--- src/rtl/fifo_arbiter.sv ---
// rtl/fifo_arbiter.sv - two-requester round-robin burst arbiter feeding one FIFO write port
//
// Purpose: grants one of two requesters at a time. The owner streams up to
// MAX_BURST words straight into the FIFO. Ownership then alternates whenever
// the other side is waiting.
//
// Parameters:
//   DATA_WIDTH  width of requester words and FIFO write data
//   MAX_BURST   words accepted per grant before re-arbitration (1..15)
//
// Ports:
//   clk            single clock, rising edge
//   reset          asynchronous, active-low reset
//   valid0/valid1  requester has a word available
//   data0/data1    requester words
//   ready0/ready1  word accepted this cycle (combinational, never both high)
//   full           FIFO full flag; stalls the current owner
//   wr             FIFO write strobe (ready0 | ready1)
//   w_data         FIFO write data; follows the owner, holds its last value when idle
//   grant          one-hot owner: 01 = requester 0, 10 = requester 1, 00 = idle
//
// Optional feature (macro FIFO_ARB_STATS_EN):
//   cnt0/cnt1      16-bit wrapping counts of accepted words per requester
module fifo_arbiter #(
  parameter int DATA_WIDTH = 16,
  parameter int MAX_BURST  = 4
) (
  input  logic                  clk,
  input  logic                  reset,
  input  logic                  valid0,
  input  logic                  valid1,
  input  logic [DATA_WIDTH-1:0] data0,
  input  logic [DATA_WIDTH-1:0] data1,
  output logic                  ready0,
  output logic                  ready1,
  input  logic                  full,
  output logic                  wr,
  output logic [DATA_WIDTH-1:0] w_data,
  output logic [1:0]            grant
`ifdef FIFO_ARB_STATS_EN
  ,
  output logic [15:0]           cnt0,
  output logic [15:0]           cnt1
`endif
);

  typedef enum logic [1:0] {
    IDLE = 2'b00,
    G0   = 2'b01,
    G1   = 2'b10
  } state_t;

  localparam logic [3:0] BURST_LAST = 4'(MAX_BURST - 1);

  state_t                state, state_nxt;
  logic                  last_owner, last_owner_nxt;
  logic [3:0]            burst, burst_nxt;
  logic [DATA_WIDTH-1:0] w_data_q;

  logic own;
  logic own_valid;
  logic other_valid;

  // Outputs depend only on the registered state plus the live inputs, so an
  // accepted word reaches the FIFO in the same cycle it is handed over.
  always_comb begin
    ready0 = (state == G0) & valid0 & ~full;
    ready1 = (state == G1) & valid1 & ~full;
    wr     = ready0 | ready1;
    grant  = state;
    case (state)
      G0:      w_data = data0;
      G1:      w_data = data1;
      default: w_data = w_data_q;
    endcase
  end

  always_comb begin
    state_nxt      = state;
    last_owner_nxt = last_owner;
    burst_nxt      = burst;
    own            = (state == G1);
    own_valid      = 1'b0;
    other_valid    = 1'b0;
    case (state)
      IDLE: begin
        // On a tie the requester that did not own the last burst wins.
        if (valid0 && valid1)
          state_nxt = last_owner ? G0 : G1;
        else if (valid0)
          state_nxt = G0;
        else if (valid1)
          state_nxt = G1;
      end
      G0, G1: begin
        own_valid   = own ? valid1 : valid0;
        other_valid = own ? valid0 : valid1;
        if (wr)
          burst_nxt = burst + 4'd1;
        // A burst closes on its last word or as soon as the owner has nothing
        // to offer; a full FIFO alone never closes it.
        if (!own_valid || (wr && burst == BURST_LAST)) begin
          last_owner_nxt = own;
          burst_nxt      = '0;
          if (other_valid)
            state_nxt = own ? G0 : G1;
          else if (own_valid)
            state_nxt = state;
          else
            state_nxt = IDLE;
        end
      end
      default: state_nxt = IDLE;
    endcase
  end

  always_ff @(posedge clk or negedge reset) begin
    if (!reset) begin
      state      <= IDLE;
      last_owner <= 1'b1;
      burst      <= '0;
      w_data_q   <= '0;
    end else begin
      state      <= state_nxt;
      last_owner <= last_owner_nxt;
      burst      <= burst_nxt;
      w_data_q   <= w_data;
    end
  end

`ifdef FIFO_ARB_STATS_EN
  always_ff @(posedge clk or negedge reset) begin
    if (!reset) begin
      cnt0 <= '0;
      cnt1 <= '0;
    end else begin
      cnt0 <= cnt0 + 16'(ready0);
      cnt1 <= cnt1 + 16'(ready1);
    end
  end
`endif

endmodule

--- config.mk ---
export PLATFORM = sky130hd
export DESIGN_NAME = fifo_arbiter
export DESIGN_NICKNAME = d
export VERILOG_FILES = /design/src/rtl/fifo_arbiter.sv
export SDC_FILE = /design/constraint.sdc
export NUM_CORES = 1
export LEC_CHECK = 0
export CAP_MARGIN = 10
export CORE_UTILIZATION = 41
export DETAILED_ROUTE_END_ITERATION = 16
export GPL_ROUTABILITY_DRIVEN = 0
export PLACE_DENSITY_LB_ADDON = 0.12
export SLEW_MARGIN = 20
export SYNTH_ARGS = -nofsm -noshare
export SYNTH_HDL_FRONTEND = slang
export SYNTH_SLANG_ARGS = --single-unit
--- constraint.sdc ---
create_clock -name clk -period 2.3 [get_ports clk]
set_input_delay 0.69 -clock clk [delete_from_list [all_inputs] [get_ports clk]]
set_output_delay 0.69 -clock clk [all_outputs]
set_load 0.01 [all_outputs]
# Yosys cells after proc, flatten, opt, wreduce, memory -nomap -nowiden

Cells that the tools add are included.

Add/subtract/negate cells: 1
Equality and inequality tests: 6
Muxes and demuxes: 14
Bitwise gates (word level): 6
Reductions and logical operators: 10

Operators by type and width:

| cell                  | count |
|---|---|
| $pmux W16 S2          | 1 |
| $mux W2               | 8 |
| $mux W4               | 2 |
| $add A4 B1 Y4 const B | 1 |
| $and A1 B1 Y1         | 4 |
| $eq A4 B2 Y1 const B  | 1 |
| $ne A4 B4 Y1 const B  | 1 |
| $pmux W2 S2           | 1 |
| $reduce_and A2 Y1     | 2 |
| $ne A3 B3 Y1 const B  | 1 |
| $reduce_and A3 Y1     | 1 |
| $eq A2 B1 Y1 const B  | 1 |
| $eq A2 B2 Y1 const B  | 1 |
| $logic_and A1 B1 Y1   | 2 |
| $logic_not A2 Y1      | 1 |
| $mux W1               | 2 |
| $ne A2 B2 Y1 const B  | 1 |
| $reduce_bool A2 Y1    | 1 |
| $reduce_or A2 Y1      | 1 |
| $logic_not A1 Y1      | 1 |
| $logic_or A1 B1 Y1    | 1 |
| $not A1 Y1            | 1 |
| $or A1 B1 Y1          | 1 |

Bits in registers: 23
Input port bits: 37
Output and inout port bits: 21
Logic and storage cells: 41

# Depth between registers and ports, before layout

Gate-level depths: netlist (run 1).

Word-level depth: 8
Depth in mapped cells: 7

# Least setup slack after synthesis (run 1)

No wires, ideal clock.

Path kind: register to output
Start point: register state[0] (netlist: grant[0])
End point: output port w_data[0]
Data arrival time: 1.707 ns
Data required time: 1.610 ns
Path slack: -0.097 ns
Cell stages (with the launch flop): 7
Buffers on the path: 2
Cell sequence: dfrtp_1 inv_1 ha_1 clkbuf_1 buf_1 nor2_1 a21oi_1

Cells in the longest elaborated chain, start to end: 2
Elaborated cells on any way between the ends: 3
Those cells by class: eq/ne (2); mux (1)

Ends and longest elaborated chain:

| what                                         | RTL line | RTL |
|---|---|---|
| from (decl)                                  | 55       | `state_t state, state_nxt;` |
| from (signal assigned)                       | 124      | `state <= state_nxt;` |
| $eq A2 B2 Y1 or $eq A2 B1 Y1 (tied branches) | 71       | `case (state)` |
| $pmux W16 S2 (*)                             | 71       |  |
| to (decl)                                    | 38       | `output logic [DATA_WIDTH-1:0] w_data,` |

Every way passes the cells marked *; elsewhere a longest branch is shown, timed or not.

# Worst setup path in the final report (run 1)

Start point: register state[1] (netlist: grant[1])
End point: output port w_data[6]

Same word-level chain as after synthesis.

==> flow_summary.json, run 1 <==
{
  "timing.reg2reg.setup_slack_ns": -0.07,
  "grt_pass1_wl_mm": 6.39,
  "finalCritPeriodShare": 1.05,
  "synth_cells": 131,
  "routed_wire_length_per_instance_um": 15.8,
  "dpl_cell_area_mm2": 0.00211,
  "hold_violations": 0,
  "setup_violations": 20,
  "min-delay-path-class": "register to register",
  "final-max-slew-violation-count": 0,
  "timing.hold.worst_path_depth": 2,
  "synthDistinctLibCells": 35,
  "synth.yosys.seq_area_share": 0.444,
  "worst_r2r_startpoint": "grant[0]",
  "postSynthAreaPerCell_um2": 9.92,
  "htree_levels": 1,
  "power_per_cell_area_mw_per_mm2": 1770,
  "mapped_cell_area_mm2": 0.00130,
  "synth_top_family_by_area": "compound AO/OA/AOI/OAI gates",
  "final_period_minus_worst_setup_slack_ns": 2.42,
  "dp_cells": 250,
  "setup_slack_ns": -0.118,
  "clkLatencyLatePin_ns": 0.32,
  "fp.dieArea_mm2": 0.00340,
  "worst_setup_path_end_kind": "output port",
  "routed-via-count": 1511,
  "worst_ep_required_time_ns": 1.61,
  "clock_tree.root_cell": "clkbuf_4",
  "total_leakage_power_nw": 1.15,
  "drt.antenna.violating_nets": 0,
  "nets": 289,
  "hold_end": "w_data_q[1]",
  "reg_clk_slew_reported_paths_ns": 0.14,
  "cts_tree": "yes",
  "synth-xor-area-share": 0,
  "drt_first_iter_violations": 61,
  "critPathKind": "register to output port",
  "initial_core_util": 0.429,
  "number_of_global_route_vias_before_repair": 1391,
  "layout.core_utilization": 0.847,
  "rows": 20,
  "final.setup_skew_ns": 0.00135,
  "main_area_contributors_after_synthesis": "dfrtp_1, a22oi_1, a21oi_1, nor2_1, ha_1",
  "worstMarginPinSlew_ns": 0.345,
  "finalInstanceArea_mm2": 0.00256,
  "worst_hold_startpoint": "w_data_q[1]",
  "grt_max_degree": 24,
  "antenna-diode-count": 0,
  "synth.ff_latch_count": 23,
  "yosys.area.top_type": "dfrtp_1",
  "peakVddDrop_mv": 1.29,
  "height_of_the_die_um": 58.3,
  "post_synth_and_or_nand_nor_area_fraction": 0.178,
  "timing.hold.ws_ns": 0.538,
  "yosys_warnings": 0,
  "rsz_0062_raised_after_global_routing": "true",
  "drive_above_1_share": 0.553,
  "fin_setup_tns_ns": -1.04,
  "critPathArrivalTime_ns": 1.73,
  "groute.usage.overall": 0.241,
  "post_synth_mux_area_share": 0.0462,
  "post-layout-total-power_mw": 4.54,
  "grt_overflow_total": 0,
  "synth-adder-area-share": 0.0481,
  "place_hpwl_mm": 2.62,
  "fmax_mhz": 414,
  "crit_path_max_fanout": 10,
  "placement.io_buffers": 57,
  "maxcap_violations": 0,
  "synth_compound_gate_area_share": 0.239,
  "status": "finished, violations left",
  "final_cells": 290,
  "drc": 0,
  "core_mm2": 0.00303,
  "tritoncts_num_sinks": 23,
  "syn_nets": 173,
  "synth_top_cell_area_share": 0.423,
  "antenna_found_initial": 0,
  "dp_slack_ns": -0.427,
  "r2r_end": "w_data_q[7]",
  "clockBufferDepth": 2,
  "ios": 58,
  "floorplan.die.width_um": 58.3,
  "area_overhead_of_the_layout_relative_to_synthesis_pct": 97.3,
  "numCtsBuffers": 3,
  "drt-pass1-iter-count": 4,
  "critPathLaunchType": "register",
  "routed_wirelength_mm": 4.59,
  "worst_r2r_path_depth": 14,
  "relative_max_transition_margin": 0.767,
  "number_of_buffers_added_to_fix_hold_violations_after_cts": 0,
  "viasPerCell": 5.21,
  "failed_checks": "setup timing"
}
## worst max-delay path by stage
stage / startpoint / to
4_1_cts: grant[1] / w_data[0]
3_3_place_gp: valid1 / wr
3_5_place_dp: data1[14] / w_data[14]
6_report: grant[1] / w_data[6]
2_1_floorplan: grant[0] / w_data[0]
5_1_grt: grant[1] / w_data[6]
## cells by family (layout without fill, tap and decap cells)
logic type               count (synthesis)  in the layout
multiplexers                             5              5
adder cells (fa/ha/maj)                  5              5
buffers and inverters                   13            128
flip-flops                              23             23
AO/OA/AOI/OAI                           45             45
AND/OR/NAND/NOR                         40             40
## cells in the mapped netlist
master and n:
a211o_1 1, a21oi_1 17, a21oi_2 1, a22o_1 2
a22oi_1 16, a22oi_4 1, and3_1 1, buf_1 4
buf_2 2, buf_6 1, clkbuf_1 3, dfrtp_1 22
dfstp_2 1, ha_1 5, inv_1 3, mux2_2 1
mux2_4 1, mux2i_1 2, mux2i_2 1, nand2_1 4
nand2b_1 3, nand3_1 3, nand3b_1 2, nor2_1 19
nor2b_1 2, nor3b_1 1, nor4_4 1, nor4b_4 1
o21ai_0 3, o311ai_0 2, o31ai_1 1, o41ai_1 1
or2_1 1, or2b_1 1, or3b_4 1
## cells in the final DEF, fill, tap and decap left out, types with 2 or more instances in the layout
master            n
buf_4            54
clkdlybuf4s50_1  36
dfrtp_1          22
buf_2            18
a21oi_2          16
a22oi_2          14
nor2_1           12
buf_6             5
nand2_1           4
nor2_2            4
buf_12            4
nor2_4            3
o21ai_0           3
nand2b_1          3
nand3_1           3
clkbuf_4          3
dlygate4sd2_1     3
inv_2             2
a21oi_1           2
a22oi_1           2
a22o_1            2
nand3b_1          2
mux2i_1           2
o311ai_0          2
nor2b_1           2
ha_1              2
ha_4              2
## metal layers
layer / GRT usage / routed length, um / up-vias
met5: 0 / 0 / -
met1: 0.302 / 1850 / 750
met4: 0.0510 / 79 / 0
met2: 0.450 / 2500 / 44
li1: - / - / 709
met3: 0.0242 / 157 / 8
## power by group
group	switching (mW)	internal [mW]	total (mW)	leakage [nW]
Combinational	1.55	2.09	3.65	0.850
Sequential	0.0959	0.603	0.698	0.281
Clock	0.134	0.0653	0.199	0.0177
## timing repair
action / CTS / global route
pin swaps: 18 / 9
cloned: 0 / 1
hold endpoints to repair: 0 / 0
endpoints found under the setup margin: 19 / 21
setup buffers: 28 / 7
resized for setup: 103 / 28
## worst max-delay path, stage by stage (launching register included)
cell and delay, ns:
dfrtp_1 0.45, inv_2 0.08, ha_4 0.33, buf_12 0.13
nor2_1 0.05, a21oi_1 0.19, buf_2 0.17
## registers in the layout, summed over array words and instances (netlist names)
signal	cells
grant	2
w_data_q	16
last_owner	1
burst	4
## cell type report
type                       instances  area, um^2
timing repair buffer             121        1040
clock inverter                     1        5.00
clock buffer                       3        22.5
fill                             168         463
sequential                        23         577
multi-input combinational         95         851
tap                               44        55.1
inverter                           3        11.3
No activity file was read; power rests on OpenSTA's default activity.
==> run 2, diff against run 1 <==
- PLACE_DENSITY_LB_ADDON: 0.12 -> 0.3
==> run 2 against run 1 <==
  * The run still ends with setup timing left
  * Clock skew is 0.0010 ns higher
  * Fmax is 0.72% higher
  * Critical endpoint is now w_data[0]
  * Largest power group unchanged
  * Clock power hardly changed
  * First-iteration DRC count is 9.8% higher
  * Combinational power is 8.2% higher
  * Setup slack better by 0.017 ns
==> flow_summary.json, run 2 (synthesis results as in run 1) <==
{
  "status": "finished, violations left",
  "failed_checks": "setup timing",
  "final.setup_skew_ns": 0.00239,
  "cpMaxStageDelayCell": "dfrtp_1",
  "relative_max_transition_margin": 0.778,
  "num-fill-cells": 158,
  "fmax_mhz": 417,
  "dpl_cell_area_mm2": 0.00206,
  "grt_util_met1": 0.289,
  "setup_slack_ns": -0.100,
  "grt_overflow_total": 0,
  "reg_clk_slew_reported_paths_ns": 0.13,
  "globalRouteMet3Util": 0.0418,
  "area_overhead_of_the_layout_relative_to_synthesis_pct": 100,
  "routed_wire_length_per_instance_um": 17.2,
  "number_of_global_route_vias_before_repair": 1448,
  "initial_core_util": 0.429,
  "total_leakage_power_nw": 1.17,
  "path_cells": "inv_2, ha_4, buf_12, nor2_1, a21oi_1, buf_2",
  "final-max-slew-violation-count": 0,
  "layout.cells.most_common": "buf_4",
  "crit_path_max_fanout": 12,
  "antenna_found_initial": 0,
  "final_period_minus_worst_setup_slack_ns": 2.40,
  "critPathArrivalTime_ns": 1.71,
  "peakVddDrop_mv": 1.13,
  "multi_input_area_um2": 828,
  "groute.usage.overall": 0.263,
  "grt_util_met2": 0.509,
  "fp.dieArea_mm2": 0.00340,
  "total_switching_power_mw": 1.88,
  "numCtsBuffers": 3,
  "critPathLaunchType": "register",
  "drt.antenna.violating_nets": 0,
  "max_stage_delay_ns": 0.43,
  "grt_most_used_layer": "met2",
  "cts_tree": "yes",
  "htree_levels": 1,
  "dp_cells": 245,
  "post-layout-total-power_mw": 4.82,
  "rows": 20,
  "viasPerCell": 5.26,
  "worstMarginPinSlew_ns": 0.328,
  "routed_wirelength_mm": 5.01,
  "max_flop_register": "w_data_q",
  "drc": 0,
  "cell_internal_pwr_mw": 2.93,
  "clkLatencyLatePin_ns": 0.32,
  "number_of_buffers_added_to_fix_hold_violations_after_cts": 0,
  "nets": 290,
  "place_hpwl_mm": 2.59,
  "final_cells": 291,
  "drt-pass1-iter-count": 4,
  "pwr-share-seq": 0.140,
  "cp_top_family": "flip-flops",
  "finalCritPeriodShare": 1.04,
  "ios": 58,
  "clockBufferDepth": 2,
  "placement.io_buffers": 57,
  "p_sw_frac": 0.391,
  "drt_first_iter_violations": 67,
  "dp_slack_ns": -0.437,
  "critPathKind": "register to output port",
  "rsz_0062_raised_after_global_routing": "true",
  "maxcap_violations": 0,
  "height_of_the_die_um": 58.3,
  "floorplan.die.width_um": 58.3,
  "layout_common_cells": "buf_4, clkdlybuf4s50_1, dfrtp_1",
  "antenna-diode-count": 0,
  "grt_max_degree": 25,
  "grt_pass1_wl_mm": 6.62,
  "routed-via-count": 1531,
  "worst-path-buf-inv": 3,
  "min-delay-path-class": "register to register",
  "worst_ep_required_time_ns": 1.61,
  "timing.hold.ws_ns": 0.529,
  "drive_above_1_share": 0.530,
  "tritoncts_num_sinks": 23,
  "finalInstanceArea_mm2": 0.00261,
  "clock_tree.root_cell": "clkbuf_4",
  "power_per_cell_area_mw_per_mm2": 1850,
  "p_clk_frac": 0.041,
  "register_area_um2": 577,
  "hold_violations": 0,
  "max_reg_flops": 16,
  "setup_violations": 17,
  "combPwrFrac": 0.819,
  "worst_setup_path_end_kind": "output port",
  "core_mm2": 0.00303
}
-- run 2: cell types whose count changed in the layout (fill, tap and decap cells not counted), sizes merged --
cell and change:
dlygate4sd2 -1, clkbuf +2
-- run 2: worst register-to-register path, cell delays in order (launching register included) --
cell and delay [ns]:
dfrtp_1 0.44, buf_6 0.14, ha_4 0.17, buf_12 0.15, a22oi_2 0.19, a21oi_2 0.09
buf_4 0.14, buf_6 0.11, buf_6 0.10, buf_4 0.12, buf_4 0.12, buf_4 0.12
buf_6 0.10, buf_6 0.10, buf_4 0.12
-- run 2: worst paths after layout --
check | startpoint | to | slack (ns) | depth (start not counted)
worst min-delay path | last_owner | last_owner | 0.53 | 2
worst max-delay path | grant[1] | w_data[0] | -0.10 | 6
min in group asynchronous | reset | w_data_q[10] | 0.71 | 2
worst min register to register | last_owner | last_owner | 0.53 | 2
max in group asynchronous | reset | last_owner | 1.30 | 2
worst max register to register | grant[1] | w_data_q[8] | 0 | 14
-- run 2: power by group through the flow --
stage | Sequential, mW | Clock, mW | Combinational [mW]
6_report | 0.674 | 0.197 | 3.95
5_1_grt | 0.689 | 0.213 | 4.12
4_1_cts | 0.669 | 0.201 | 3.09
3_5_place_dp | 0.674 | 0 | 2.22
3_3_place_gp | 0.663 | 0 | 2.17
2_1_floorplan | 0.671 | 0 | 1.06
-- run 2: final cells by class --
class	count	area share
flip-flops and latches	23	0.221
clock buffers	3	0.00865
well taps	44	0.0211
repair buffers	122	0.425
clock inverters	1	0.00192
inverters	3	0.00432
multi-input cells	95	0.318
-- run 2: repair_timing --
| action | in CTS | in global routing |
|---|---|---|
| setup endpoints to repair | 19 | 23 |
| resized for setup | 100 | 42 |
| buffers inserted | 38 | 3 |
| pin swaps | 17 | 7 |
| cloned | 0 | 1 |
-- run 2: metal layers --
| layer | share of wire | vias to the layer above |
|---|---|---|
| li1 | - | 708 |
| met1 | 0.35 | 745 |
| met2 | 0.59 | 63 |
| met3 | 0.036 | 15 |
| met4 | 0.025 | 0 |
| met5 | 0 | - |
-- run 2: per-stage QoR --
step	TNS, ns	util
floorplan	0	-
global placement	-6.63	0.681
detailed placement	-7.22	0.681
CTS	-0.393	0.796
global route	-1.42	0.860
finish	-0.612	0.860
